**src/rtl/switch_debouncer.sv**
```systemverilog
// Debounces a raw mechanical switch: two-flop synchronizer, four-state stability FSM,
// registered level output, press/release pulses, a press-toggled LED and a press counter.
module switch_debouncer #(
  parameter int unsigned DEBOUNCE_CYCLES = 12000,
  parameter int unsigned CNT_W           = 16
) (
  input  logic       i_clk,
  input  logic       i_reset_n,
  input  logic       i_sw,
  output logic       o_sw,
  output logic       o_press,
  output logic       o_release,
  output logic       o_led,
  output logic [7:0] o_press_count
);

  typedef enum logic [1:0] {
    STABLE_LO = 2'd0,
    WAIT_HI   = 2'd1,
    STABLE_HI = 2'd2,
    WAIT_LO   = 2'd3
  } state_t;

  localparam logic [CNT_W-1:0] LAST_CNT = CNT_W'(DEBOUNCE_CYCLES - 1);

  logic [1:0]       sync_q;
  logic             syncSw;
  state_t           state_q, state_d;
  logic [CNT_W-1:0] cnt_q, cnt_d;
  logic             sw_q, sw_d;
  logic             press_q, press_d;
  logic             release_q, release_d;
  logic             led_q;
  logic [7:0]       pressCount_q;

  assign syncSw = sync_q[1];

  // State register; the LED and press counter update on the same edge that raises o_press.
  always_ff @(posedge i_clk) begin
    if (!i_reset_n) begin
      sync_q       <= 2'b00;
      state_q      <= STABLE_LO;
      cnt_q        <= '0;
      sw_q         <= 1'b0;
      press_q      <= 1'b0;
      release_q    <= 1'b0;
      led_q        <= 1'b0;
      pressCount_q <= 8'd0;
    end else begin
      sync_q       <= {sync_q[0], i_sw};
      state_q      <= state_d;
      cnt_q        <= cnt_d;
      sw_q         <= sw_d;
      press_q      <= press_d;
      release_q    <= release_d;
      if (press_d) begin
        led_q        <= ~led_q;
        pressCount_q <= pressCount_q + 8'd1;
      end
    end
  end

  always_comb begin
    state_d = state_q;
    cnt_d   = cnt_q;
    unique case (state_q)
      STABLE_LO: begin
        if (syncSw) begin
          state_d = WAIT_HI;
          cnt_d   = '0;
        end
      end
      WAIT_HI: begin
        if (!syncSw)                state_d = STABLE_LO;
        else if (cnt_q == LAST_CNT) state_d = STABLE_HI;
        else                        cnt_d   = cnt_q + CNT_W'(1);
      end
      STABLE_HI: begin
        if (!syncSw) begin
          state_d = WAIT_LO;
          cnt_d   = '0;
        end
      end
      WAIT_LO: begin
        if (syncSw)                 state_d = STABLE_HI;
        else if (cnt_q == LAST_CNT) state_d = STABLE_LO;
        else                        cnt_d   = cnt_q + CNT_W'(1);
      end
      default: begin
        state_d = STABLE_LO;
        cnt_d   = '0;
      end
    endcase
  end

  // Outputs are derived from the upcoming state so they change on the transition edge itself.
  always_comb begin
    sw_d      = (state_d == STABLE_HI) || (state_d == WAIT_LO);
    press_d   = (state_q == WAIT_HI) && (state_d == STABLE_HI);
    release_d = (state_q == WAIT_LO) && (state_d == STABLE_LO);
  end

  assign o_sw          = sw_q;
  assign o_press       = press_q;
  assign o_release     = release_q;
  assign o_led         = led_q;
  assign o_press_count = pressCount_q;

endmodule

```
**config.mk**
```make
export PLATFORM = sky130hd
export DESIGN_NAME = switch_debouncer
export DESIGN_NICKNAME = d
export VERILOG_FILES = /design/src/rtl/switch_debouncer.sv
export SDC_FILE = /design/constraint.sdc
export NUM_CORES = 1
export LEC_CHECK = 0
export BUFFER_PORTS_ARGS = -buffer_cell sky130_fd_sc_hd__buf_2
export CAP_MARGIN = 20
export CORE_ASPECT_RATIO = 0.8
export CORE_MARGIN = 4
export CORE_UTILIZATION = 45
export DETAILED_ROUTE_END_ITERATION = 10
export PLACE_DENSITY = 0.65
export SYNTH_ARGS = -nofsm -noshare
export SYNTH_HDL_FRONTEND = slang
export SYNTH_SLANG_ARGS = --single-unit
```
**constraint.sdc**
```tcl
create_clock -name i_clk -period 3.8 [get_ports i_clk]
set_clock_uncertainty 0.1 [all_clocks]
set_input_delay 0.57 -clock i_clk [delete_from_list [all_inputs] [get_ports i_clk]]
set_output_delay 0.57 -clock i_clk [all_outputs]
set_load 0.02 [all_outputs]
```
==> results_dict.tcl <==
set metrics [dict create \
    synth.area.mux_share 0.0788 \
    cp.required_ns 3.91 \
    clock_path_buffers 2 \
    drive_gt1_frac 0.141 \
    grt_max_degree 24 \
    die_h_um 60.1 \
    yosysUniqueCellTypes 35 \
    synth_compound_area_frac 0.146 \
    cts_root_buf "clkbuf_8" \
    postCtsHoldBufs 0 \
    antenna_cells 0 \
    htree_num_levels 2 \
    die_x_um 73.1 \
    vias 1334 \
    synth_adder_area_share 0.0164 \
    r2r_cells 5 \
    drtPass1Iterations 4 \
    p_leak_nw 0.632 \
    clk_pin_slew_ns 0.07 \
    final_cell_mix "dfxtp_1, nand2_1, buf_2, nand2b_1, a21oi_1" \
    gp_congestion 0.802 \
    fin_crit_ns 2.45 \
    slew_headroom 0.543 \
    arrival_ns 2.56 \
    place_hpwl_um 2310 \
    clk_latency_ns 0.28 \
    synth-edff-count 0 \
    rows 18 \
    finalHoldViolations 0 \
    critPathLaunchType "flip-flop" \
    min_path_type "flip-flop to flip-flop" \
    synthFlopType "dfxtp_1" \
    drv_cap 0 \
    drc 0 \
    whs_path_depth 1 \
    cts_buffers 5 \
    worstSetupPathType "flip-flop to flip-flop" \
    start_util 0.480 \
    detail-route-antenna-nets 0 \
    grt_antenna_before_repair 0 \
    post_cts_buffers 0 \
    yosys.area_share.xor_xnor 0.0172 \
    dieArea_um2 4390 \
    synthSimpleGateAreaFrac 0.299 \
    end_kind "flip-flop" \
    grtUsageTotal 0.164 \
    final_common_cell "dfxtp_1" \
    syn-cell-area_um2 1530 \
    finalCritPeriodShare 0.646 \
    ir_worst_vdd_mv 0.185 \
    drt_iter0_markers 80 \
    n_fill_cell 297 \
    numPortBuffers 14 \
    synthCells 172 \
    tightest_slew_ns 0.682 \
    finalSetupViolations 0 \
    wl_per_cell_um 14.4 \
    ys_warn_count 0 \
    clkSinkCount 31 \
    holdWs_ns 0.337 \
    synth_nets 177 \
    tns_ns 0 \
    core_area_um2 3180 \
    syn_area_per_cell_um2 8.87 \
    wl_um 3240 \
    pin_count 15 \
    grt_pass1_vias 1194 \
    syn_to_final_growth_pct 13.2 \
    tritoncts "built" \
    status "finished clean" \
    fin_nets 189 \
    viasPerCell 5.93 \
    rsz0062_at_grt "no" \
    fmax_ghz 0.407 \
    cts_resized 0 \
    synthArstFlopShare 0 \
    maxSlewViolCount 0 \
    grt_pass1_wl_um 5510 \
    synth_top_family_by_area "simple AND/OR/NAND/NOR gates" \
    seq_area_frac_synth 0.407 \
    grt-ovfl-total 0 \
    p_per_area_nw_per_um2 395 \
    synth_seq_cells 31 \
    cp_max_fo 16 \
]
[cell type report]
| class | instances | area, µm² | share of cell area |
|---|---|---|---|
| multi-input combinational | 130 | 857 | 0.496 |
| sequential | 31 | 621 | 0.359 |
| clock buffer | 6 | 82.6 | 0.0478 |
| timing repair buffer | 15 | 77.6 | 0.0449 |
| tap | 40 | 50.0 | 0.0290 |
| clock inverter | 2 | 35.0 | 0.0203 |
| inverter | 1 | 3.75 | 0.00217 |
[kinds of logic (layout without fill, tap and decap cells)]
| logic type | after synthesis | after routing |
|---|---|---|
| and+or+nand+nor | 79 | 79 |
| xor gates and xnor gates | 3 | 3 |
| AOI/OAI and AO/OA | 34 | 34 |
| buffers and inverters | 11 | 24 |
| muxes | 12 | 12 |
| adders and majority gates | 2 | 2 |
| DFF | 31 | 31 |
[critical path, cell delays in order, from the launching register on]
cell,delay [ns]
dfxtp_1,0.36
or4_4,0.56
nor4_2,0.55
buf_4,0.31
and3_1,0.30
mux2i_1,0.21
[cells in the mapped netlist (3+ instances only)]
master / n / share of area
o31ai_1: 6 / 0.030
clkbuf_1: 7 / 0.017
nand3_1: 8 / 0.026
dfxtp_1: 31 / 0.41
and3_1: 4 / 0.016
nand2_1: 21 / 0.052
mux2i_1: 12 / 0.079
and2_1: 4 / 0.016
nand2b_1: 13 / 0.053
a21oi_1: 13 / 0.043
or4_1: 6 / 0.030
and4_1: 3 / 0.017
nor4_1: 3 / 0.012
a211oi_1: 4 / 0.020
nand4_1: 10 / 0.041
[where the power goes]
part           switching [mW]  total [mW]  leakage [nW]  internal, mW
sequential            0.00175       0.329         0.250         0.327
combinational          0.0128      0.0187         0.320       0.00582
clock                   0.123       0.335        0.0612         0.212
[registers in the layout (all words and copies together), names as in the netlist]
signal and cells:
cnt_q 16, o_led 1, o_release 1, state_q 2
sync_q 2, o_press 1, o_press_count 8
[per-layer routing]
metal  GRT usage  vias up  wire (µm)  share of wire
met1       0.225      635       1620           0.50
li1            -      667          -              -
met4      0.0632        0         48          0.015
met3      0.0454        6        176          0.054
met5           0        -          0              0
met2       0.245       26       1390           0.43
[worst paths after layout]
check                                            from  slack, ns                       endpoint
worst max-delay path            cnt_q[5]$_SDFFE_PN0P_       1.35  o_press_count[1]$_SDFFE_PN0P_
worst max register to register  cnt_q[5]$_SDFFE_PN0P_       1.35  o_press_count[1]$_SDFFE_PN0P_
worst min-delay path             sync_q[0]$_SDFF_PN0_       0.34           sync_q[1]$_SDFF_PN0_
worst min register to register   sync_q[0]$_SDFF_PN0_       0.34           sync_q[1]$_SDFF_PN0_
[metrics by stage]
step	instances	setup WS [ns]	power (mW)	cell area (µm²)	utilization
global route	225	1.15	0.707	1730	0.544
detailed placement	217	1.37	0.355	1610	0.507
finish	225	1.35	0.682	1730	0.544
global placement	217	1.46	0.354	1610	0.507
floorplan	172	1.53	0.350	1530	-
CTS	225	1.34	0.687	1730	0.544
(Power assumes the default switching activity.)
